--- src/rtl/fphub_div_sequencer.sv ---
// HUB-format floating-point divider (X/Y): special-case bypass plus restoring mantissa divide.
// Define FPHUB_DIV_EARLY_TERM_EN to leave the divide loop as soon as the remainder reaches zero.
module fphub_div_sequencer #(
    parameter int unsigned M            = 23,
    parameter int unsigned E            = 8,
    parameter int unsigned special_case = 7
) (
    input  logic         clk,
    input  logic         rst_n,
    input  logic         in_valid,
    output logic         in_ready,
    input  logic [E+M:0] x,
    input  logic [E+M:0] y,
    output logic         out_valid,
    input  logic         out_ready,
    output logic [E+M:0] result,
    output logic         out_special,
    output logic         busy
);
    localparam int unsigned W    = E + M + 1;
    localparam int unsigned CW   = $clog2(special_case);
    localparam int unsigned RW   = M + 3;
    localparam int unsigned CntW = $clog2(M + 3);

    localparam logic [CW-1:0]   CodeNone  = CW'(0);
    localparam logic [CW-1:0]   CodeInfP  = CW'(1);
    localparam logic [CW-1:0]   CodeInfN  = CW'(2);
    localparam logic [CW-1:0]   CodeZeroP = CW'(3);
    localparam logic [CW-1:0]   CodeZeroN = CW'(4);
    localparam logic [CW-1:0]   CodeOneP  = CW'(5);
    localparam logic [CW-1:0]   CodeOneN  = CW'(6);
    localparam logic [CntW-1:0] LastIter  = CntW'(M + 2);
    localparam logic [E-1:0]    BiasExp   = {1'b1, {(E-1){1'b0}}};
    localparam logic [E+1:0]    BiasW     = {2'b00, BiasExp};
    localparam logic [E+1:0]    MaxExp    = {2'b00, {E{1'b1}}};

    typedef enum logic [2:0] {StIdle, StSpecial, StDivide, StNorm, StDone} state_e;

    function automatic logic [CW-1:0] classify(input logic [W-1:0] v);
        logic [E-1:0]  ev;
        logic [M-1:0]  fv;
        logic [CW-1:0] code;
        ev = v[E+M-1:M];
        fv = v[M-1:0];
        if (&ev && &fv)                     code = v[E+M] ? CodeInfN : CodeInfP;
        else if (ev == '0 && fv == '0)      code = v[E+M] ? CodeZeroN : CodeZeroP;
        else if (ev == BiasExp && fv == '0) code = v[E+M] ? CodeOneN : CodeOneP;
        else                                code = CodeNone;
        return code;
    endfunction

    function automatic logic is_inf(input logic [CW-1:0] c);
        return (c == CodeInfP) || (c == CodeInfN);
    endfunction

    function automatic logic is_zero(input logic [CW-1:0] c);
        return (c == CodeZeroP) || (c == CodeZeroN);
    endfunction

    function automatic logic is_one(input logic [CW-1:0] c);
        return (c == CodeOneP) || (c == CodeOneN);
    endfunction

    state_e          state_q, state_d;
    logic [W-2:0]    x_mag_q, x_mag_d, y_mag_q, y_mag_d;
    logic [CW-1:0]   x_code_q, x_code_d, y_code_q, y_code_d;
    logic            sign_q, sign_d;
    logic [RW-1:0]   rem_q, rem_d, quo_q, quo_d;
    logic [CntW-1:0] cnt_q, cnt_d;
    logic            out_valid_q, out_valid_d;
    logic [W-1:0]    result_q, result_d;
    logic            out_special_q, out_special_d;

    logic [CW-1:0]   x_code_in, y_code_in;
    logic [RW-1:0]   divisor, rem_nxt, quo_nxt;
    logic            rem_ge;
    logic [E+1:0]    exp_w;
    logic [M-1:0]    norm_frac;
    logic [W-1:0]    special_res, norm_res;
    logic            unused_quo_lsb;

    // Quotient LSB falls below the HUB truncation point in both normalisation cases.
    assign unused_quo_lsb = quo_q[0];

    always_comb begin
        x_code_in = classify(x);
        y_code_in = classify(y);

        divisor = {2'b01, y_mag_q[M-1:0], 1'b1};
        rem_ge  = rem_q >= divisor;
        rem_nxt = rem_ge ? rem_q - divisor : rem_q;
        quo_nxt = {quo_q[RW-2:0], rem_ge};

        exp_w     = {2'b00, x_mag_q[E+M-1:M]} - {2'b00, y_mag_q[E+M-1:M]} + BiasW
                  - {{(E+1){1'b0}}, ~quo_q[RW-1]};
        norm_frac = quo_q[RW-1] ? quo_q[M+1:2] : quo_q[M:1];
        if (exp_w[E+1] || exp_w == '0) norm_res = {sign_q, {(W-1){1'b0}}};
        else if (exp_w >= MaxExp)      norm_res = {sign_q, {(W-1){1'b1}}};
        else                           norm_res = {sign_q, exp_w[E-1:0], norm_frac};

        if (is_inf(x_code_q) && is_inf(y_code_q))          special_res = {sign_q, {(W-1){1'b1}}};
        else if (x_code_q == CodeNone && is_inf(y_code_q)) special_res = {sign_q, {(W-1){1'b0}}};
        else if (is_zero(y_code_q))                        special_res = {sign_q, {(W-1){1'b1}}};
        else if (is_zero(x_code_q))                        special_res = {sign_q, {(W-1){1'b0}}};
        else if (is_one(y_code_q))                         special_res = {sign_q, x_mag_q};
        else if (is_inf(x_code_q))                         special_res = {sign_q, {(W-1){1'b1}}};
        else                                               special_res = {sign_q, {(W-1){1'b0}}};
    end

    always_comb begin
        state_d       = state_q;
        x_mag_d       = x_mag_q;
        y_mag_d       = y_mag_q;
        x_code_d      = x_code_q;
        y_code_d      = y_code_q;
        sign_d        = sign_q;
        rem_d         = rem_q;
        quo_d         = quo_q;
        cnt_d         = cnt_q;
        out_valid_d   = out_valid_q;
        result_d      = result_q;
        out_special_d = out_special_q;
        case (state_q)
            StIdle: begin
                if (in_valid) begin
                    x_mag_d  = x[W-2:0];
                    y_mag_d  = y[W-2:0];
                    x_code_d = x_code_in;
                    y_code_d = y_code_in;
                    sign_d   = x[E+M] ^ y[E+M];
                    rem_d    = {2'b01, x[M-1:0], 1'b1};
                    quo_d    = '0;
                    cnt_d    = '0;
                    if (y_code_in != CodeNone || is_inf(x_code_in) || is_zero(x_code_in)) begin
                        state_d = StSpecial;
                    end else begin
                        state_d = StDivide;
                    end
                end
            end
            StSpecial: begin
                result_d      = special_res;
                out_special_d = 1'b1;
                out_valid_d   = 1'b1;
                state_d       = StDone;
            end
            StDivide: begin
                rem_d = rem_nxt << 1;
                quo_d = quo_nxt;
                cnt_d = cnt_q + CntW'(1);
                if (cnt_q == LastIter) begin
                    state_d = StNorm;
                end
`ifdef FPHUB_DIV_EARLY_TERM_EN
                else if (rem_nxt == '0) begin
                    // Exact quotient: the remaining bits are all zero.
                    quo_d   = quo_nxt << (LastIter - cnt_q);
                    state_d = StNorm;
                end
`endif
            end
            StNorm: begin
                result_d      = norm_res;
                out_special_d = 1'b0;
                out_valid_d   = 1'b1;
                state_d       = StDone;
            end
            StDone: begin
                if (out_ready) begin
                    out_valid_d   = 1'b0;
                    out_special_d = 1'b0;
                    state_d       = StIdle;
                end
            end
            default: state_d = StIdle;
        endcase
    end

    always_ff @(posedge clk) begin
        if (!rst_n) begin
            state_q       <= StIdle;
            x_mag_q       <= '0;
            y_mag_q       <= '0;
            x_code_q      <= CodeNone;
            y_code_q      <= CodeNone;
            sign_q        <= 1'b0;
            rem_q         <= '0;
            quo_q         <= '0;
            cnt_q         <= '0;
            out_valid_q   <= 1'b0;
            result_q      <= '0;
            out_special_q <= 1'b0;
        end else begin
            state_q       <= state_d;
            x_mag_q       <= x_mag_d;
            y_mag_q       <= y_mag_d;
            x_code_q      <= x_code_d;
            y_code_q      <= y_code_d;
            sign_q        <= sign_d;
            rem_q         <= rem_d;
            quo_q         <= quo_d;
            cnt_q         <= cnt_d;
            out_valid_q   <= out_valid_d;
            result_q      <= result_d;
            out_special_q <= out_special_d;
        end
    end

    assign in_ready    = (state_q == StIdle);
    assign busy        = (state_q != StIdle);
    assign out_valid   = out_valid_q;
    assign result      = result_q;
    assign out_special = out_special_q;

endmodule

--- config.mk ---
export PLATFORM = sky130hd
export DESIGN_NAME = fphub_div_sequencer
export DESIGN_NICKNAME = d
export VERILOG_FILES = /design/src/rtl/fphub_div_sequencer.sv
export SDC_FILE = /design/constraint.sdc
export NUM_CORES = 1
export LEC_CHECK = 0
export CAP_MARGIN = 20
export CORE_UTILIZATION = 70
export DETAILED_ROUTE_END_ITERATION = 16
export DONT_BUFFER_PORTS = 1
export PLACE_DENSITY = 0.95
export SKIP_LAST_GASP = 1
export SYNTH_ARGS = -nofsm -noshare
export SYNTH_HDL_FRONTEND = slang
export SYNTH_SLANG_ARGS = --single-unit
export TNS_END_PERCENT = 1
--- constraint.sdc ---
create_clock -name clk -period 10.1 [get_ports clk]
set_clock_uncertainty 0.15 [all_clocks]
set_input_delay 2.02 -clock clk [delete_from_list [all_inputs] [get_ports clk]]
set_output_delay 2.02 -clock clk [all_outputs]
set_load 0.01 [all_outputs]
==> out/qor.txt <==
Status - completed
Die height - 121 um
Post-Route WL - 26100 um
Reg2Reg Depth - 17
VDD IR max - 0.158 mV
Synth area leaders - dfxtp_1 (33%), nand2_1 (8.6%), a21boi_0 (6.8%)
Sw Pwr - 596 uW
CTS resizes - 0
Tmin final - 4.73 ns
Worst-path fanout max - 26
Sequential-to-total area share from yosys stat - 32.9%
N_diodes - 0
Dominant synthesized flop cell - dfxtp_1
PwrDens - 173 mW/mm^2
Layout cells sized above 1 - 8.73%
Overall power - 1810 uW
Fraction of power spent switching nets - 32.9%
Combinational power share - 27.5%
Antenna Nets Post-Route - 0
Total leakage power - 0.00403 uW
Synthesized area - 0.00990 mm^2
Maxcap violations - 0
Overflow left after global routing - 0
Post-Syn Nets - 1370
IO buf count - 0
Clock root buffer - clkbuf_16
Nets - 1313
Routed wire length per instance - 18.7 um
First-pass GRT wire length - 41900 um
Die area - 0.0146 mm^2
Count leader, synth - nand2_1
CTS max path bufs - 2
Post-CTS Hold Buffers - 0
R2r startpoint - quo_q[25]
Routed via count - 9123
Peak Freq - 211 MHz
Clock share of power - 34.3%
1st-pass router iterations - 6
Hold Crit Class - reg -> reg
Arrival time worst endpoint - 4.96 ns
Worst-skew pair later-pin latency - 0.43 ns
Unrepaired setup endpoints after global routing - no
Yosys warnings - 0
CTS tree - built
Crit end category - flop
Period utilization - 46.9%
Postcts setup bufs - 0
Int Pwr - 1220 uW
IO Pins - 104
Post-synth ARST share - 0%
Num CTS Buffers - 17
R2R Path End - result[25]
Clk sinks - 163
Initial Utilization - 71.6%
Final Hold Fails - 0
Drt drc - 0
Rows - 43
Yosys top cell by area - dfxtp_1
CP Class - reg -> reg
Syn_area_per_cell - 7.87 um^2
Sequential power share - 38.1%
Largest net degree at the start of global routing - 163
Commonest cells post-synth - nand2_1 (227), dfxtp_1 (163), a21oi_1 (109)
Core Footprint - 0.0138 mm^2
Hold Path Depth - 2
WP data required - 10.33 ns
Synthesized instance count - 1258
Yosys top cell area share - 32.9%
RD Place Congestion - 0.955
Antenna violations before repair - 0
Final TNS setup - 0 ns
Setup crit start kind - flop
Final setup vio count - 0
Dpl hpwl - 18000 um
Hold path endpoint - x_mag_q[20]
Final core utilization - 75.6%
Yosys reg bits - 163
Die Wd - 121 um
Worst-Margin Slew - 1.11 ns
Vias in the first global route - 8684
Reg-to-reg slack, setup - 5.37 ns
Hold path start - x_mag_q[20]
Max_slew headroom - 25.7%
CTS clk-pin slew, worst paths - 0.07 ns
Pins Over Slew Limit - 0
CTS HTree Levels - 4
Global-route usage over all layers - 36.1%
Post-synth cell types - 64
Post-synth EDFFs - 0
Area Overhead vs Synth - 5.51%
Number of vias per cell - 6.54
Starting DRT DRC Count - 1047
cells by family after synthesis:
family,after synthesis,share of synthesized area (%)
and+or+nand+nor,421,19.6
AOI/OAI and AO/OA,407,27.1
DFF,163,32.9
buffers and inverters,137,5.48
muxes,54,6.05
adders and majority gates,44,5.79
xor gates and xnor gates,32,2.98
worst max-delay path, stage by stage (launching register included):
cell,delay (ns)
dfxtp_1,1.06
inv_1,0.13
ha_1,0.24
inv_1,0.06
ha_1,0.16
inv_1,0.06
fa_1,0.37
nand2b_1,0.20
o2bb2ai_1,0.20
or3_1,0.33
a41oi_1,0.20
a221o_2,0.20
nor3_1,0.07
or3_4,0.40
nor3_4,0.31
buf_8,0.25
o21a_1,0.15
o221a_1,0.16
cell usage in the layout (no fill, tap or decap), types with 4 or more instances in the layout:
cell type   count
nand2_1       226
dfxtp_1       163
a21oi_1       109
a21boi_0       90
o21a_1         62
o21ai_0        57
inv_1          50
mux2_2         47
nor2_1         41
ha_1           41
nand3_1        40
nand4_1        22
xnor2_1        20
nor4_1         20
a21o_1         19
clkbuf_16      17
nor3_1         15
xor2_1         11
nor2b_1        10
o211ai_1       10
and3_1         10
buf_4           9
nand2b_1        8
and2_1          7
mux2i_1         7
o21ai_1         6
o211a_1         6
clkinvlp_4      6
a211oi_1        5
a31oi_1         5
o221a_1         5
or4_1           4
a221oi_1        4
o31ai_1         4
o22ai_1         4
inv_6           4
power groups by stage:
stage	Clock (uW)	Sequential [uW]	Combinational [uW]
floorplan	0	697	407
global placement	0	702	472
detailed placement	0	704	488
CTS	624	690	493
global route	653	693	551
finish	622	691	499
registers in the layout, indices dropped and copies added (netlist names):
register     flops
y_code_q         3
state_q          3
x_code_q         3
y_mag_q         31
quo_q           26
out_valid        1
cnt_q            5
sign_q           1
rem_q           26
result          32
out_special      1
x_mag_q         31
metrics by stage:
step	setup WS [ns]	hold slack [ns]	instance area [um^2]	std cells
CTS	4.92	0.311	10400	1393
global placement	5.13	0.283	9870	1361
global route	5.09	0.331	10500	1394
finish	5.37	0.311	10500	1394
floorplan	6.06	0.274	9900	1258
detailed placement	4.94	0.303	9870	1361
worst max-delay path by stage:
stage                      end  depth (start not counted)  startpoint  slack (ns)
floorplan           result[27]                         19   quo_q[25]        6.06
finish              result[25]                         17   quo_q[25]        5.37
detailed placement  result[27]                         16   quo_q[25]        4.94
CTS                 result[27]                         16   quo_q[25]        4.92
global placement    result[27]                         16   quo_q[25]        5.13
global route        result[25]                         17   quo_q[25]        5.09
layout make-up:
type / count / area (um^2)
clock buffers: 19 / 443
clock inverters: 13 / 124
fillers: 954 / 3380
inverters: 51 / 191
multi-input cells: 958 / 6120
flip-flops and latches: 163 / 3260
well taps: 180 / 225
repair buffers: 10 / 82.6
layer usage:
layer | track usage (%) | up-vias | routed length [um]
met5 | 0 | - | 0
met4 | 17.9 | 0 | 1140
met3 | 9.35 | 102 | 2040
met2 | 59.8 | 423 | 12400
met1 | 43.1 | 4262 | 10500
li1 | - | 4336 | -
Note: power is estimated with default switching activity, not from simulation.
